[config.mk]
export PLATFORM = sky130hd
export DESIGN_NAME = fast_pulse_tx
export DESIGN_NICKNAME = d
export VERILOG_FILES = /design/src/rtl/fast_pulse_tx.sv
export SDC_FILE = /design/constraint.sdc
export NUM_CORES = 1
export LEC_CHECK = 0
export ABC_AREA = 1
export CAP_MARGIN = 20
export CORE_MARGIN = 4
export CORE_UTILIZATION = 43
export CTS_BUF_LIST = sky130_fd_sc_hd__clkbuf_8 sky130_fd_sc_hd__clkbuf_16
export DETAILED_ROUTE_END_ITERATION = 8
export DONT_BUFFER_PORTS = 1
export PLACE_DENSITY = 0.59
export SETUP_SLACK_MARGIN = 0.2
export SYNTH_ARGS = -nofsm -noshare
export SYNTH_HDL_FRONTEND = slang
export SYNTH_SLANG_ARGS = --single-unit
[constraint.sdc]
create_clock -name clk -period 3.1 [get_ports clk]
set_clock_uncertainty 0.1 [all_clocks]
set_input_delay 0.31 -clock clk [delete_from_list [all_inputs] [get_ports clk]]
set_output_delay 0.31 -clock clk [all_outputs]
set_load 0.005 [all_outputs]
[src/rtl/fast_pulse_tx.sv]
// Source side of a req/ack pulse crossing: clk-domain event pulses become four-phase
// level handshakes, with a saturating backlog counter. Option macro: FAST_PULSE_TX_EDGE_IN_EN.
module fast_pulse_tx #(
  parameter int CNT_W       = 4,
  parameter int SYNC_STAGES = 2
) (
  input  logic             clk,
  input  logic             rst,
  input  logic             pulse_in,
  input  logic             ack_async,
  input  logic             clr_ovf,
  output logic             req,
  output logic             busy,
  output logic [CNT_W-1:0] pending,
  output logic             sent_pulse,
  output logic             overflow,
  output logic [1:0]       state_dbg
);

  // Handshake: req rises to start a transfer and holds until ack_s is seen high;
  // the transfer completes when ack_s returns low, at which point sent_pulse strobes.
  typedef enum logic [1:0] {
    IDLE     = 2'd0,
    REQ      = 2'd1,
    WAIT_LOW = 2'd2
  } state_t;

  localparam logic [CNT_W-1:0] CNT_MAX = '1;

  state_t                 state;
  state_t                 state_nxt;
  logic [SYNC_STAGES-1:0] ack_sync;
  logic                   ack_s;
  logic                   ev;
  logic                   inc;
  logic                   ovf_set;
  logic [CNT_W-1:0]       pend_nxt;

  always_ff @(posedge clk) begin
    if (rst) ack_sync <= '0;
    else     ack_sync <= {ack_sync[SYNC_STAGES-2:0], ack_async};
  end
  assign ack_s = ack_sync[SYNC_STAGES-1];

`ifdef FAST_PULSE_TX_EDGE_IN_EN
  logic pulse_q;
  logic ev_q;
  always_ff @(posedge clk) begin
    if (rst) begin
      pulse_q <= 1'b0;
      ev_q    <= 1'b0;
    end else begin
      pulse_q <= pulse_in;
      ev_q    <= pulse_in & ~pulse_q;
    end
  end
  assign ev = ev_q;
`else
  assign ev = pulse_in;
`endif

  always_comb begin
    state_nxt  = state;
    pend_nxt   = pending;
    inc        = 1'b0;
    ovf_set    = 1'b0;
    sent_pulse = 1'b0;
    case (state)
      IDLE: if (ev) state_nxt = REQ;
      REQ: begin
        inc = ev;
        if (ack_s) state_nxt = WAIT_LOW;
      end
      WAIT_LOW: begin
        if (ack_s) begin
          inc = ev;
        end else begin
          sent_pulse = 1'b1;
          if (pending != '0) begin
            // launching one queued event while a new one arrives is a net zero
            state_nxt = REQ;
            if (!ev) pend_nxt = pending - 1'b1;
          end else if (ev) begin
            state_nxt = REQ;
          end else begin
            state_nxt = IDLE;
          end
        end
      end
      default: state_nxt = IDLE;
    endcase
    if (inc) begin
      if (pending == CNT_MAX) ovf_set = 1'b1;
      else                    pend_nxt = pending + 1'b1;
    end
  end

  always_ff @(posedge clk) begin
    if (rst) begin
      state    <= IDLE;
      req      <= 1'b0;
      busy     <= 1'b0;
      pending  <= '0;
      overflow <= 1'b0;
    end else begin
      state   <= state_nxt;
      req     <= (state_nxt == REQ);
      busy    <= (state_nxt != IDLE);
      pending <= pend_nxt;
      if (ovf_set)      overflow <= 1'b1;
      else if (clr_ovf) overflow <= 1'b0;
    end
  end

  assign state_dbg = state;

endmodule
# Yosys cells after proc, flatten, opt, wreduce, memory -nomap -nowiden
# Index checks and enable logic that the tools add are counted.
dict set report op_classes {
  n_addsub 2
  eq_ne 4
  n_mux 20
  n_reduce_logical 4
}
# operator n
set op_table {}
lappend op_table {{two-way mux 4 bit} 6}
lappend op_table {{two-way mux 1 bit} 9}
lappend op_table {{two-way mux 2 bit} 3}
lappend op_table {{case mux 2 bit (3 select lines)} 1}
lappend op_table {{adder 4 x 1 -> 4 bit, second input constant} 1}
lappend op_table {{equality test 2 x 1 -> 1 bit, second input constant} 2}
lappend op_table {{equality test 4 bit, second input constant} 1}
lappend op_table {{nonzero test 2 bit} 2}
lappend op_table {{nonzero test 4 bit} 1}
lappend op_table {{subtractor 4 x 1 -> 4 bit, second input constant} 1}
lappend op_table {{equality test 2 bit, second input constant} 1}
lappend op_table {{zero test 2 bit} 1}
lappend op_table {{case mux 1 bit (2 select lines)} 1}
dict set report word_totals {
  input_bits 5
  register_bits 11
  out_inout_bits 10
}

# Logic depth before layout (Yosys ltp)
dict set report logic_depth {
  ltp_word 7
  mapped_depth 11
  mapped_depth_nobuf 11
}

# Worst setup path after synthesis
# Ideal clock, no wire load.
dict set report synth_timing {
  path_kind {register to register}
  start {register state[0], in the netlist state_dbg[0]}
  end {register pending[1]}
  arrival_ps 1271
  stages_incl_launch_ff 12
  path_buffers 0
  slack_ps 1613
  setup_ps 115
  cell_sequence {dfxtp_1 > inv_1 > ha_1 > nand2_1 > inv_1 > nand2_2 > nor2_2 > inv_2 > nor2_1 > nor2_1 > o21ai_0 > inv_1}
}
dict set report synth_via {
  elab_chain_len 4
  elab_cells_between_ends 6
}
# element line
set synth_rtl {}
lappend synth_rtl {{start, declared} 30} ;# state_t state;
lappend synth_rtl {{start signal, assigned} 106} ;# state <= state_nxt;
lappend synth_rtl {{equality test 2 bit} 68} ;# case (state)
lappend synth_rtl {{two-way mux 4 bit} 68}
lappend synth_rtl {{two-way mux 4 bit} 93} ;# if (pending == CNT_MAX) ovf_set = 1'b1;
lappend synth_rtl {{two-way mux 4 bit *} 92} ;# if (inc) begin
lappend synth_rtl {{end signal, assigned} 109} ;# pending <= pend_nxt;
lappend synth_rtl {{end, declared} 14} ;# output logic [CNT_W-1:0] pending,
# Every way passes the cells marked *; elsewhere a longest branch is shown, timed or not.
# A chain may end at the register's enable or synchronous reset.

# Worst setup path in the final report
# Same ends and word-level chain as after synthesis.

==> flow_summary.toml <==
[timing]
rsz0062_at_grt = "false"
finalWorstSetupSlack_ps = 1470
post-route-period-util_pct = 52.4
setup_viol = 0
fmax_ghz = 0.615
slew-limit-headroom_pct = 82.4
slew_viol_final = 0
worst_pin_slew_ps = 264
hold_viol = 0
finalCriticalPeriod_ps = 1630
fin_tns_setup_ps = 0

[routing]
met2_wirelength_um = 508
drt_iter0_drc = 10
highest_layer = "met4"
viasPerCell = 4.77
first_pass_iters = 4
drt-met1-wl_um = 620
drtAntennaViolNets = 0
drc = 0
dr_wl_met3_um = 106
route.final.wire_length_mm = 1.25
vias = 563
routedWlPerCell_um = 10.6

[final_layout]
fin_area_um2 = 711
num-fill-cells = 148
antennaDiodeCount = 0
area_growth_pct = 9.86
fin_nets = 115
drive_above_1_share_pct = 6.80
fin_cells = 118
final_core_utilization_pct = 52.0

[yosys]
syn-instance-count = 99
synthesis.nets = 110
synth_area_per_cell_um2 = 6.53
synth_area_um2 = 647
synth_cell_types = 13
ys_seq_area_share_pct = 34.0
ys_warn_count = 0
ys_seq_elements = 11

[placement]
dpl.cell_count = 114
place.gp.congestion = 0.814
pre_cts_ws_ps = 1500
io_buffers = 0
post_dp_cell_area_um2 = 666
dp_hpwl_um = 995

[setup_path]
crit_fanout = 6
crit_arrival_ps = 1650
endpoint_kind = "register"
cp-start-kind = "register"
required_ps = 3120
critPathKind = "register to register"

[clocking]
cts_resized = 0
cts_setup_buffers = 0
cts_tree = "built"
numCtsBuffers = 3
root_buffer = "clkbuf_8"
hold_buffers = 0
htreeDepth = 1
clkSinkCount = 11
path_clk_slew_ps = 50
clock_latency_ps = 240
clk_path_buf_depth = 2

[floorplanning]
initial_utilization_pct = 47.3
core_area_um2 = 1370
die_x_um = 46.8
dieArea_um2 = 2190
ios = 15
dieHeight_um = 46.8
rows = 13

[global_routing]
grt_max_degree = 8
grt_overflow = 0
grt_pass1_vias = 463
grt_pass1_wl_mm = 1.99
antenna_found_initial = 0
grt_use_total_pct = 13.1

[power]
peakVddDrop_mv = 0.223
p_per_area_nw_per_um2 = 478
leakage_nw = 0.368

[hold_path]
hold_path.class = "input pin to register"

[job]
cap_violations = 0

[run_status]
outcome = "finished, final reports clean"
## cells in the mapped netlist
library cell  instances  share of area, %
a21oi_1               8               6.2
nor2_1               13               7.5
o21ai_0               7               5.4
xor2_1                1               1.4
inv_2                 1              0.58
nand2_2               2               1.9
inv_1                20                12
nand2_1              20                12
dfxtp_1              11                34
ha_1                  6                12
o22ai_1               1              0.97
nor2_2                1              0.97
nand3_1               8               6.2
## layer usage
layer / vias up / GRT usage (%)
met4: 0 / 6.63
met1: 228 / 18.7
met3: 2 / 5.36
met2: 17 / 16.5
li1: 316 / -
met5: - / 0
## report_power, final
part	total (mW)	switching, mW	internal, mW
Combinational	0.0407	0.0253	0.0154
Clock	0.141	0.0543	0.0870
Sequential	0.158	0.00748	0.150
## final timing paths
path | startpoint | to | slack (ps) | depth (start not counted)
min reg2reg | ack_sync[0] | ack_sync[1] | 300 | 2
max reg2reg | state_dbg[0] | pending[1] | 1470 | 11
min | rst | pending[2] | 40 | 1
max | state_dbg[0] | pending[1] | 1470 | 11
## stage by stage
step	hold WS, ps	power (mW)
after floorplan	279	0.194
final	39.1	0.340
after global routing	28.3	0.359
after CTS	34.7	0.344
after detailed placement	285	0.201
after global placement	281	0.201
## registers in the layout, summed over array words and instances (netlist names)
signal,count
pending,4
busy,1
overflow,1
state_dbg,2
ack_sync,2
req,1
## cell type report
class                   instances  area (um^2)  area share [%]
multi-input cells              67          348            48.9
clock inverters                 1         3.75           0.528
clock buffers                   3         41.3            5.81
well taps                      15         18.8            2.64
inverters                      21         78.8            11.1
flip-flops and latches         11          220            31.0
## cells by family after synthesis
logic type	Yosys count	synth area share [%]
xor+xnor	1	1.35
simple gates	44	28.2
fa+ha+maj	6	11.6
compound gates	16	12.6
buf+inv	21	12.2
flops	11	34.0
## critical path, cell delays in order, from the launching register on
cell and delay, ps:
dfxtp_1 350, inv_1 110, ha_1 240, nand2_1 100, nand2_2 100, nand2_2 60
nor2_2 100, inv_2 70, nor2_1 90, nor2_1 40, o21ai_0 80, inv_1 50
## cells in the final DEF (no fill, tap or decap)
cell / n
nor2_2: 1
ha_1: 6
inv_2: 1
dfxtp_1: 11
a21oi_1: 8
inv_1: 21
o22ai_1: 1
clkbuf_8: 3
nand3_1: 8
nor2_1: 13
o21ai_0: 7
nand2_2: 2
nand2_1: 20
xor2_1: 1
(Power assumes the default switching activity.)
